<file path="src/rtl/id_ex_stage.sv">
// ID/EX pipeline register feeding the 32-bit ALU: captures decoded fields, applies operand forwarding,
// detects load-use hazards. Optional stall/flush event counter is enabled by macro ID_EX_STALL_CNT_EN.
module id_ex_stage #(
  parameter int WIDTH   = 32,
  parameter int REGBITS = 5
) (
  input  logic               i_clk,
  input  logic               i_reset,
  input  logic               i_id_valid,
  input  logic [3:0]         i_id_op_code,
  input  logic [REGBITS-1:0] i_id_rs,
  input  logic [REGBITS-1:0] i_id_rt,
  input  logic [REGBITS-1:0] i_id_rd,
  input  logic [WIDTH-1:0]   i_id_rs_val,
  input  logic [WIDTH-1:0]   i_id_rt_val,
  input  logic [WIDTH-1:0]   i_id_imm,
  input  logic               i_id_use_imm,
  input  logic               i_id_reg_write,
  input  logic               i_id_mem_read,
  input  logic               i_flush,
  input  logic               i_ex_mem_reg_write,
  input  logic [REGBITS-1:0] i_ex_mem_rd,
  input  logic [WIDTH-1:0]   i_ex_mem_val,
  input  logic               i_mem_wb_reg_write,
  input  logic [REGBITS-1:0] i_mem_wb_rd,
  input  logic [WIDTH-1:0]   i_mem_wb_val,
  output logic               o_stall,
  output logic [3:0]         o_alu_op_code,
  output logic [WIDTH-1:0]   o_alu_a,
  output logic [WIDTH-1:0]   o_alu_b,
  output logic               o_ex_valid,
  output logic               o_ex_reg_write,
  output logic               o_ex_mem_read,
  output logic [REGBITS-1:0] o_ex_rd,
`ifdef ID_EX_STALL_CNT_EN
  output logic [31:0]        o_stall_count,
`endif
  output logic [WIDTH-1:0]   o_ex_rt_val
);

  logic               r_valid;
  logic               r_reg_write;
  logic               r_mem_read;
  logic [REGBITS-1:0] r_rd;
  logic [3:0]         r_op_code;
  logic [WIDTH-1:0]   r_imm;
  logic               r_use_imm;
  logic [REGBITS-1:0] r_src [2];
  logic [WIDTH-1:0]   r_val [2];

  logic [REGBITS-1:0] w_id_src [2];
  logic [WIDTH-1:0]   w_id_val [2];
  logic [WIDTH-1:0]   w_cap_val [2];
  logic [WIDTH-1:0]   w_fwd [2];
  logic               w_stall;
  logic               w_capture;

  assign w_id_src[0] = i_id_rs;
  assign w_id_src[1] = i_id_rt;
  assign w_id_val[0] = i_id_rs_val;
  assign w_id_val[1] = i_id_rt_val;

  // Index 0 is the rs/A operand, index 1 the rt/B operand.
  genvar gi;
  generate
    for (gi = 0; gi < 2; gi++) begin : g_operand
      assign w_cap_val[gi] = (i_mem_wb_reg_write && (i_mem_wb_rd != '0) && (i_mem_wb_rd == w_id_src[gi]))
                             ? i_mem_wb_val : w_id_val[gi];
      assign w_fwd[gi] = (i_ex_mem_reg_write && (i_ex_mem_rd != '0) && (i_ex_mem_rd == r_src[gi])) ? i_ex_mem_val :
                         (i_mem_wb_reg_write && (i_mem_wb_rd != '0) && (i_mem_wb_rd == r_src[gi])) ? i_mem_wb_val :
                         r_val[gi];
    end
  endgenerate

  // A load in EX cannot forward to the instruction behind it; hold ID for one cycle.
  assign w_stall = i_id_valid & r_valid & r_mem_read & (r_rd != '0) &
                   ((i_id_rs == r_rd) | (~i_id_use_imm & (i_id_rt == r_rd))) & ~i_flush;
  assign w_capture = ~i_flush & ~w_stall & i_id_valid;

  always_ff @(posedge i_clk or posedge i_reset) begin
    if (i_reset) begin
      r_valid     <= 1'b0;
      r_reg_write <= 1'b0;
      r_mem_read  <= 1'b0;
      r_rd        <= '0;
      r_op_code   <= '0;
      r_imm       <= '0;
      r_use_imm   <= 1'b0;
      for (int i = 0; i < 2; i++) begin
        r_src[i] <= '0;
        r_val[i] <= '0;
      end
    end else if (w_capture) begin
      r_valid     <= 1'b1;
      r_reg_write <= i_id_reg_write;
      r_mem_read  <= i_id_mem_read;
      r_rd        <= i_id_rd;
      r_op_code   <= i_id_op_code;
      r_imm       <= i_id_imm;
      r_use_imm   <= i_id_use_imm;
      for (int i = 0; i < 2; i++) begin
        r_src[i] <= w_id_src[i];
        r_val[i] <= w_cap_val[i];
      end
    end else begin
      r_valid     <= 1'b0;
      r_reg_write <= 1'b0;
      r_mem_read  <= 1'b0;
      r_rd        <= '0;
      r_op_code   <= '0;
      r_imm       <= '0;
      r_use_imm   <= 1'b0;
      for (int i = 0; i < 2; i++) begin
        r_src[i] <= '0;
        r_val[i] <= '0;
      end
    end
  end

`ifdef ID_EX_STALL_CNT_EN
  logic [31:0] r_stall_count;

  always_ff @(posedge i_clk or posedge i_reset) begin
    if (i_reset) begin
      r_stall_count <= '0;
    end else if (w_stall | i_flush) begin
      r_stall_count <= r_stall_count + 32'd1;
    end
  end

  assign o_stall_count = r_stall_count;
`endif

  assign o_stall        = w_stall;
  assign o_alu_op_code  = r_op_code;
  assign o_alu_a        = w_fwd[0];
  assign o_alu_b        = r_use_imm ? r_imm : w_fwd[1];
  assign o_ex_rt_val    = w_fwd[1];
  assign o_ex_valid     = r_valid;
  assign o_ex_reg_write = r_reg_write;
  assign o_ex_mem_read  = r_mem_read;
  assign o_ex_rd        = r_rd;

endmodule

</file>
<file path="config.mk">
export PLATFORM = sky130hd
export DESIGN_NAME = id_ex_stage
export DESIGN_NICKNAME = d
export VERILOG_FILES = /design/src/rtl/id_ex_stage.sv
export SDC_FILE = /design/constraint.sdc
export NUM_CORES = 1
export LEC_CHECK = 0
export CORE_ASPECT_RATIO = 1.2
export CORE_MARGIN = 4
export CORE_UTILIZATION = 34
export DETAILED_ROUTE_END_ITERATION = 8
export PLACE_DENSITY = 0.7
export SYNTH_ARGS = -nofsm -noshare
export SYNTH_HDL_FRONTEND = slang
export SYNTH_SLANG_ARGS = --single-unit
</file>
<file path="constraint.sdc">
create_clock -name i_clk -period 7.2 [get_ports i_clk]
set_input_delay 1.08 -clock i_clk [delete_from_list [all_inputs] [get_ports i_clk]]
set_output_delay 1.08 -clock i_clk [all_outputs]
set_load 0.05 [all_outputs]
</file>
### Word-level counts from Yosys, hierarchy flattened

Index checks and enable logic that the tools add are counted.

* bits in registers: 119
* output and inout port bits: 109

* equality and inequality tests: 8
* mux-type cells: 16
* bitwise operators: 12
* reduce and logical (&&, ||, !) cells: 11

Operators by type and width (count)
* $mux W32: 8
* $mux W64: 1
* $eq A5 B5 Y1: 8
* $reduce_bool A5 Y1: 3
* $mux W10: 1
* $and A1 B1 Y1: 8
* $logic_and A1 B1 Y1: 8
* $mux W5: 1
* $mux W1: 4
* $mux W4: 1
* $not A1 Y1: 3
* $or A1 B1 Y1: 1

### Depth between registers and ports, before layout

Gate-level depths: netlist (run 1).

* depth after elaboration: 9
* mapped depth: 8

### Worst setup path before layout (run 1)

OpenSTA, ideal clock, no wires.

* path kind: in2out
* start point: in i_mem_wb_rd[2]
* end point: out o_alu_b[23]
* arrival: 3401 ps
* setup slack: 2719 ps
* stages on the path: 7
* cells stage by stage: buf_2 > or4_4 > o211ai_4 > buf_6 > o21ai_2 > a31oi_2 > mux2_2

* word-level cells in the longest chain between the ends: 6

RTL lines
* from (decl): line 25 `input logic [REGBITS-1:0] i_mem_wb_rd,`
* $reduce_bool A5 Y1: line 70 `(i_mem_wb_reg_write && (i_mem_wb_rd != '0) && (i_mem_wb_rd == r_src[gi])) ? i_mem_wb_val :`
* $logic_and A1 B1 Y1: line 70
* $logic_and A1 B1 Y1 (*): line 70
* $mux W32 (*): line 70
* $mux W32 (*): line 69 `assign w_fwd[gi] = (i_ex_mem_reg_write && (i_ex_mem_rd != '0) && (i_ex_mem_rd == r_src[gi])) ? i_ex_mem_val :`
* named net o_ex_rt_val[23]: line 38 `output logic [WIDTH-1:0] o_ex_rt_val`
* $mux W32 (*): line 137 `assign o_alu_b = r_use_imm ? r_imm : w_fwd[1];`
* to (decl): line 30 `output logic [WIDTH-1:0] o_alu_b,`

Mark *: on every way through the listed nets, which the timed path passes. The rest lies on a longest branch.

### Worst setup path in the final report (run 1)

* start point: in i_ex_mem_rd[1]
* end point: out o_alu_b[22]

* word-level cells in the longest chain between the ends: 5

RTL lines
* from (decl): line 22 `input logic [REGBITS-1:0] i_ex_mem_rd,`
* $reduce_bool A5 Y1: line 69
* $logic_and A1 B1 Y1: line 69
* $logic_and A1 B1 Y1 (*): line 69
* $mux W32 (*): line 69
* $mux W32 (*): line 137

Mark *: on every way between the ends. The rest lies on a longest branch, timed or not.

==> flow_summary.yaml, run 1 <==
placement:
  pre_cts_ws_ns: 1.54
  finalWeightedCongestion: 0.856
  hpwlAfterDp_um: 17800
  numPortBuffers: 306
  post-place-cells: 1275
routing:
  drtIter0Drc: 367
  via_count: 6488
  wl_per_cell_um: 19.6
  route.detailed.drc: 0
  dr.pass1.iters: 6
  ant_nets: 0
  finalWirelength_um: 25700
  viasPerCell: 4.96
synth:
  synth-seq-cells: 119
  synth_area_per_cell_um2: 9.37
  ys_types: 37
  yosysWarnings: 0
  synth.net_count: 954
  synth_area_um2: 7080
  netlist_instances: 756
  yosysSeqAreaShare: 0.420
clock_tree:
  cts_hold_buf: 0
  htree_levels: 4
  ctsResizeCount: 0
  cts_setup_buffers: 0
  clk_pin_slew_ns: 0.06
  cts_root_buffer: "clkbuf_16"
  cts_buffers: 17
  clock_latency_ns: 0.41
  cts_sinks: 119
  cts_tree: "yes"
  cts_buffer_depth: 2
sta:
  fmax_mhz: 176
  post-route-period-util: 0.789
  maxSlewViolCount: 0
  final.setup.worst_slack_ns: 1.52
  max-slew-margin-rel: 0.268
  tightestPinTransition_ns: 1.10
  setup_violations: 0
  tns_ns: 0
  finalCriticalPeriod_ns: 5.68
  rsz0062_at_grt: "false"
  skew_ns: 0.0127
  hold_violations: 0
setup_path:
  cp-start-kind: "input pin"
  crit_arrival_ns: 4.60
  crit_path_end_kind: "output port"
  crit_required_ns: 6.12
  r2r_slack_ns: 4.60
  path_class: "in2out"
  crit_fanout: 32
layout:
  syn_to_final_growth_pct: 53.8
  layout-drive-gt1-share: 0.117
  nets: 1227
  layout.cells.non_filler: 1308
floorplanning:
  die_y_um: 166
  dieArea_um2: 23200
  start_util: 0.347
  fp-row-count: 57
  coreArea_um2: 20400
  fp.dieW_um: 140
  ioPinCount: 307
power_and_ir_drop:
  power.density_nw_per_um2: 193
  max-vdd-ir-drop_mv: 0.146
  power.leakage_nw: 4.31
run:
  drv_cap: 0
global_route:
  antenna_found_initial: 1
  gr-total-overflow: 0
  grt_max_degree: 67
  track_usage: 0.219
  grt_pass1_wl_um: 39800
  grt_pass1_vias: 6748
min_path:
  hp-class: "reg2reg"
status:
  status: "finished, final reports clean"
-- stage by stage --
step	power (mW)	instance area [um^2]	utilization	hold slack, ns
final	2.10	10900	0.534	0.962
after global routing	2.19	10900	0.534	1.03
after global placement	1.24	10300	0.504	0.971
after CTS	2.13	10900	0.534	0.976
after detailed placement	1.24	10300	0.504	0.965
after floorplan	1.00	7080	-	1.14
-- sequential cells by signal (all words and copies together), names as in the netlist --
register / count
o_ex_valid: 1
o_ex_rd: 5
r_imm: 32
r_val: 64
r_use_imm: 1
r_src: 10
o_alu_op_code: 4
o_ex_reg_write: 1
o_ex_mem_read: 1
-- final cells by class --
type	instances	area [um^2]
clock inverter	8	120
sequential	119	2980
multi-input combinational	541	3700
clock buffer	24	482
fill	1910	9510
tap	265	332
inverter	33	126
antenna	1	2.50
timing repair buffer	317	3150
-- synth_stat cells, drive strengths merged --
| cell type | instances | area share |
|---|---|---|
| or3 | 31 | 0.027 |
| nand3 | 5 | 0.0035 |
| o211ai | 2 | 0.0048 |
| a211oi | 1 | 0.0018 |
| xor2 | 11 | 0.014 |
| or2 | 1 | 0.00088 |
| o2111ai | 1 | 0.0012 |
| nor3 | 32 | 0.023 |
| o32a | 1 | 0.0014 |
| nand2 | 66 | 0.035 |
| mux2 | 31 | 0.049 |
| and2 | 54 | 0.048 |
| buf | 25 | 0.025 |
| inv | 33 | 0.017 |
| xnor2 | 29 | 0.036 |
| nor2b | 1 | 0.00088 |
| mux2i | 64 | 0.090 |
| o21a | 2 | 0.0021 |
| a31oi | 63 | 0.083 |
| o31ai | 1 | 0.0018 |
| nor2 | 100 | 0.053 |
| o21ai | 34 | 0.028 |
| dfrtp | 119 | 0.42 |
| nor4 | 3 | 0.0044 |
| clkbuf | 38 | 0.020 |
| or4 | 4 | 0.0048 |
| and3 | 1 | 0.00088 |
| nand4 | 3 | 0.0026 |
-- power by group --
group | leakage (nW) | internal [mW] | switching, mW
clock | 0.290 | 0.570 | 0.303
sequential | 1.60 | 0.695 | 0.0136
combinational | 2.42 | 0.223 | 0.295
-- cell usage in the layout, fill, tap and decap left out, types with 4 or more instances in the layout --
master / instances
xnor2_1: 29
inv_1: 31
clkbuf_1: 4
o21ai_0: 4
clkbuf_16: 17
a31oi_1: 32
mux2_2: 31
o21ai_2: 7
or3_1: 31
a31oi_2: 31
clkdlybuf4s50_1: 306
dfrtp_1: 118
o21ai_1: 22
xor2_1: 11
nand3_1: 4
and2_1: 54
mux2i_1: 64
nand2_1: 66
buf_4: 11
nor3_1: 32
nor2_1: 100
-- worst paths after layout --
check,start,cells past startpoint,to
max in group asynchronous,i_reset,3,r_val[31]$_DFF_PP0_
max,i_ex_mem_rd[1],7,o_alu_b[22]
max reg2reg,o_ex_rd[2]$_DFF_PP0_,7,r_src[0]$_DFF_PP0_
min in group asynchronous,i_reset,2,r_imm[18]$_DFF_PP0_
min,o_ex_valid$_DFF_PP0_,3,r_val[59]$_DFF_PP0_
min reg2reg,o_ex_valid$_DFF_PP0_,3,r_val[59]$_DFF_PP0_
-- critical path, cell delays in order --
cell,delay (ns)
clkdlybuf4s50_1,0.47
or4_1,0.62
o211ai_4,0.18
or2_2,0.84
a31oi_2,0.28
mux2_2,0.35
clkdlybuf4s50_1,0.70
-- routing by layer --
metal / vias up / GRT usage / wire length, um
li1: 3115 / - / -
met1: 3130 / 0.269 / 10700
met2: 214 / 0.384 / 13200
met3: 29 / 0.0467 / 1390
met4: 0 / 0.0670 / 435
met5: - / 0 / 0
-- cell families after synthesis --
| family | count (synthesis) | share of synthesized area |
|---|---|---|
| XOR/XNOR | 40 | 0.0495 |
| multiplexers | 95 | 0.140 |
| flip-flops | 119 | 0.420 |
| AO/OA/AOI/OAI | 105 | 0.124 |
| AND/OR/NAND/NOR | 301 | 0.204 |
| buffers and inverters | 96 | 0.0629 |
Power figures use the tool's default switching activity.
==> run 2, diff against run 1 <==
Settings changed: PLACE_DENSITY 0.7 to 0.72.
Clock period 7.2 ns to 4.8 ns, I/O delays scaled along.
==> flow_summary.yaml, run 2 (synthesis results as in run 1) <==
routing:
  ant_nets: 0
  dr.pass1.iters: 5
  finalWirelength_um: 26300
  viasPerCell: 5.00
  via_count: 6598
  drtIter0Drc: 316
  route.detailed.drc: 0
  wl_per_cell_um: 20.0
placement:
  hpwlAfterDp_um: 19200
  pre_cts_ws_ns: 0.649
  numPortBuffers: 306
  finalWeightedCongestion: 0.843
  post-place-cells: 1287
clock_tree:
  cts_buffer_depth: 2
  cts_buffers: 17
  cts_setup_buffers: 0
  clock_latency_ns: 0.41
  ctsResizeCount: 0
  cts_hold_buf: 0
  cts_root_buffer: "clkbuf_16"
  cts_sinks: 119
  clk_pin_slew_ns: 0.06
  cts_tree: "yes"
  htree_levels: 4
sta:
  tightestPinTransition_ns: 0.998
  fmax_mhz: 240
  rsz0062_at_grt: "false"
  finalCriticalPeriod_ns: 4.17
  max-slew-margin-rel: 0.335
  final.setup.worst_slack_ns: 0.633
  tns_ns: 0
  skew_ns: 0.0104
  setup_violations: 0
  hold_violations: 0
  maxSlewViolCount: 0
  post-route-period-util: 0.868
global_route:
  gr-total-overflow: 0
  track_usage: 0.225
  grt_pass1_vias: 7106
  grt_max_degree: 65
  grt_pass1_wl_um: 40800
  antenna_found_initial: 1
run:
  drv_cap: 0
setup_path:
  r2r_slack_ns: 2.50
  cpPeakStageDelay_ns: 0.83
  cpMaxStageDelayCell: "clkdlybuf4s50_1"
  crit_required_ns: 4.08
  crit_fanout: 10
  worstPathCellList: "clkdlybuf4s50_1 -> or4_1 -> o211ai_4 -> or2_2 -> nor2_1 -> nor2_1 -> clkdlybuf4s50_1"
  cp-start-kind: "input pin"
  path_class: "in2out"
  crit_path_end_kind: "output port"
  crit_arrival_ns: 3.45
power_and_ir_drop:
  seqPwrFrac: 0.329
  power.leakage_nw: 4.70
  p_int_mw: 2.26
  switching_power_mw: 0.976
  comb_power_share: 0.265
  power.density_nw_per_um2: 283
  max-vdd-ir-drop_mv: 0.219
  switching_share: 0.301
  power_frac_clock: 0.406
layout:
  nets: 1239
  final_common_cell: "clkdlybuf4s50_1"
  largest_register_ffs: 64
  regMostFlops: "r_val"
  layout.cells.non_filler: 1320
  fill_cells: 1815
  utilization: 0.561
  layout-drive-gt1-share: 0.219
  syn_to_final_growth_pct: 61.5
  reg.largest.list: "r_val (64), r_imm (32), r_src (10)"
  final_cell_mix: "clkdlybuf4s50_1 (211), dfrtp_1 (118), nor2_1 (100)"
floorplanning:
  ioPinCount: 307
  die_y_um: 166
  start_util: 0.347
  fp.dieW_um: 140
  coreArea_um2: 20400
  dieArea_um2: 23200
  fp-row-count: 57
status:
  status: "finished, final reports clean"
min_path:
  hp-class: "in2async"
==> run 2: cell type report <==
class / instances / area (um^2) / share of cell area
Clock buffer: 19 / 433 / 0.0379
Antenna cell: 1 / 2.50 / 0.000219
Inverter: 33 / 126 / 0.0110
Multi-Input combinational cell: 541 / 3700 / 0.324
Tap cell: 265 / 332 / 0.0290
Clock inverter: 13 / 174 / 0.0152
Timing Repair Buffer: 329 / 3690 / 0.322
Sequential cell: 119 / 2980 / 0.260
==> run 2: worst paths after layout <==
kind / startpoint / to / depth (start not counted)
worst max-delay path: i_ex_mem_rd[1] / o_ex_rt_val[2] / 7
worst min-delay path: i_reset / r_imm[15]$_DFF_PP0_ / 2
worst max register to register: o_ex_rd[2]$_DFF_PP0_ / r_imm[5]$_DFF_PP0_ / 7
worst min register to register: o_ex_valid$_DFF_PP0_ / o_ex_valid$_DFF_PP0_ / 3
max in group asynchronous: i_reset / r_imm[5]$_DFF_PP0_ / 3
min in group i_clk: i_id_rd[0] / o_ex_rd[0]$_DFF_PP0_ / 2
==> run 2: power groups by stage <==
stage | Clock [mW] | Combinational (mW) | Sequential, mW
after floorplan | 0 | 0.418 | 1.09
after global placement | 0 | 0.856 | 1.08
after CTS | 1.34 | 0.867 | 1.06
after global routing | 1.39 | 0.905 | 1.07
after detailed placement | 0 | 0.863 | 1.08
final | 1.31 | 0.858 | 1.06
==> run 2: worst max-delay path: cells and delay by family <==
kind	cells	cell delay, ns
simple gates	4	1.05
compound gates	1	0.38
buf+inv	2	1.29
==> run 2: through the flow <==
step	hold slack, ns	total power, mW	area (um^2)
CTS	0.805	3.27	11400
detailed placement	0.883	1.94	10800
floorplan	0.849	1.50	7080
global route	0.839	3.36	11400
global placement	0.857	1.94	10800
finish	0.793	3.24	11400
==> run 2: layer usage <==
layer,part of all wire,vias to the layer above,wire length [um],track usage
li1,-,3136,-,-
met1,0.38,3155,10100,0.260
met2,0.52,261,13800,0.405
met3,0.062,46,1620,0.0498
met4,0.032,0,835,0.0818
met5,0,-,0,0
==> run 3, diff against run 2 <==
Settings changed: CORE_ASPECT_RATIO 1.2 to 0.7, CORE_UTILIZATION 34 to 39, PLACE_DENSITY 0.72 to 0.78.
==> flow_summary.yaml, run 3 (synthesis results as in run 1) <==
power_and_ir_drop:
  power_mw: 3.09
  power.density_nw_per_um2: 286
  max-vdd-ir-drop_mv: 0.228
  comb_power_share: 0.255
  switching_share: 0.299
  p_int_mw: 2.16
  switching_power_mw: 0.926
  power.leakage_nw: 4.54
  power_frac_clock: 0.400
  seqPwrFrac: 0.344
clock_tree:
  clock_latency_ns: 0.41
  cts_root_buffer: "clkbuf_16"
  cts_buffers: 17
  cts_hold_buf: 0
  htree_levels: 4
  cts_tree: "yes"
  clk_pin_slew_ns: 0.06
  cts_sinks: 119
  cts_setup_buffers: 0
  ctsResizeCount: 0
  cts_buffer_depth: 2
global_route:
  gr-total-overflow: 0
  antenna_found_initial: 2
  grt_max_degree: 65
  grt_pass1_wl_um: 38100
  grt_pass1_vias: 6677
  track_usage: 0.243
setup_path:
  reg2reg_to: "r_imm[21]$_DFF_PP0_"
  cp-start-kind: "input pin"
  crit_arrival_ns: 3.46
  cpPeakStageDelay_ns: 0.59
  reg2reg_from: "o_ex_rd[4]$_DFF_PP0_"
  path_class: "in2out"
  crit_fanout: 33
  critical_path_depth: 8
  cpMaxStageDelayCell: "or4_1"
  cp_common_cell: "buf_4"
  crit_family: "simple AND/OR/NAND/NOR gates"
  worstPathCellList: "clkdlybuf4s50_1 -> or4_1 -> o21ai_0 -> or4_2 -> buf_4 -> nor2_1 -> a31oi_1 -> buf_4"
  crit_required_ns: 4.08
  reg2reg_depth: 7
  crit_buf_inv: 3
  crit_path_end_kind: "output port"
  r2r_slack_ns: 2.38
layout:
  layout.cells.non_filler: 1278
  nets: 1232
  syn_to_final_growth_pct: 52.8
  regMostFlops: "r_val"
  layout-drive-gt1-share: 0.213
  reg.largest.list: "r_val (64), r_imm (32), r_src (10)"
  final_cell_mix: "clkdlybuf4s50_1 (210), dfrtp_1 (118), nor2_1 (100)"
  utilization: 0.620
  largest_register_ffs: 64
  final_common_cell: "clkdlybuf4s50_1"
floorplanning:
  die_y_um: 121
  start_util: 0.406
  fp.dieW_um: 169
  fp-row-count: 40
  dieArea_um2: 20400
  ioPinCount: 307
  coreArea_um2: 17500
placement:
  hpwlAfterDp_um: 18400
  post-place-cells: 1246
  numPortBuffers: 306
  finalWeightedCongestion: 0.883
sta:
  tns_ns: 0
  max-slew-margin-rel: 0.360
  setup_violations: 0
  rsz0062_at_grt: "false"
  maxSlewViolCount: 0
  skew_ns: 0.0138
  whs_ns: 0.801
  hold_violations: 0
  fmax_mhz: 239
  finalCriticalPeriod_ns: 4.18
  post-route-period-util: 0.870
  tightestPinTransition_ns: 0.959
routing:
  finalWirelength_um: 25400
  via_count: 6642
  dr.pass1.iters: 6
  route.detailed.drc: 0
  ant_nets: 0
  drtIter0Drc: 399
  viasPerCell: 5.20
  wl_per_cell_um: 19.9
min_path:
  hp-class: "in2async"
status:
  status: "finished, final reports clean"
run:
  drv_cap: 0
==> run 3: changes by cell type in the layout (fill, tap and decap cells not counted), moves of 2 or more <==
| cell | previous run | this run |
|---|---|---|
| buf_12 | 55 | 17 |
| buf_4 | 63 | 95 |
| clkbuf_8 | 0 | 2 |
| clkinv_2 | 0 | 4 |
| clkinv_4 | 5 | 0 |
| inv_6 | 2 | 0 |
==> run 3: power by group through the flow <==
stage / logic, mW / clock network, mW / registers (mW)
after detailed placement: 0.790 / 0 / 1.08
after CTS: 0.794 / 1.26 / 1.06
final: 0.789 / 1.24 / 1.06
after global placement: 0.785 / 0 / 1.08
after floorplan: 0.418 / 0 / 1.09
after global routing: 0.833 / 1.30 / 1.07
==> run 3: how the worst max path moves through the flow <==
stage                              start                    endpoint  slack (ns)
final                     i_ex_mem_rd[2]                 o_alu_a[23]        0.62
after global routing      i_ex_mem_rd[1]                 o_alu_a[21]        0.41
after CTS                 i_ex_mem_rd[2]                 o_alu_a[23]        0.58
after detailed placement  i_ex_mem_rd[2]                 o_alu_a[23]        0.59
after global placement    i_ex_mem_rd[1]                 o_alu_a[19]        0.68
after floorplan                  i_reset  o_alu_op_code[0]$_DFF_PP0_        0.92
==> run 3: cell type report <==
class | count | area, um^2
clock buffer | 22 | 464
fill | 1513 | 6640
inverter | 33 | 126
timing repair buffer | 322 | 3160
multi-input combinational | 541 | 3700
clock inverter | 9 | 103
tap | 231 | 289
sequential | 119 | 2980
antenna | 1 | 2.50
==> run 3: routing by layer <==
layer	track usage	routed length, um	part of all wire
met2	0.401	12000	0.47
met5	0	8	0.00031
met4	0.0583	378	0.015
met3	0.0716	2240	0.088
met1	0.315	10800	0.42
==> run 3: per-stage QoR <==
step | setup slack [ns] | instance area (um^2)
floorplan | 0.923 | 7080
global placement | 0.683 | 10300
detailed placement | 0.589 | 10300
CTS | 0.582 | 10800
global route | 0.410 | 10800
finish | 0.623 | 10800
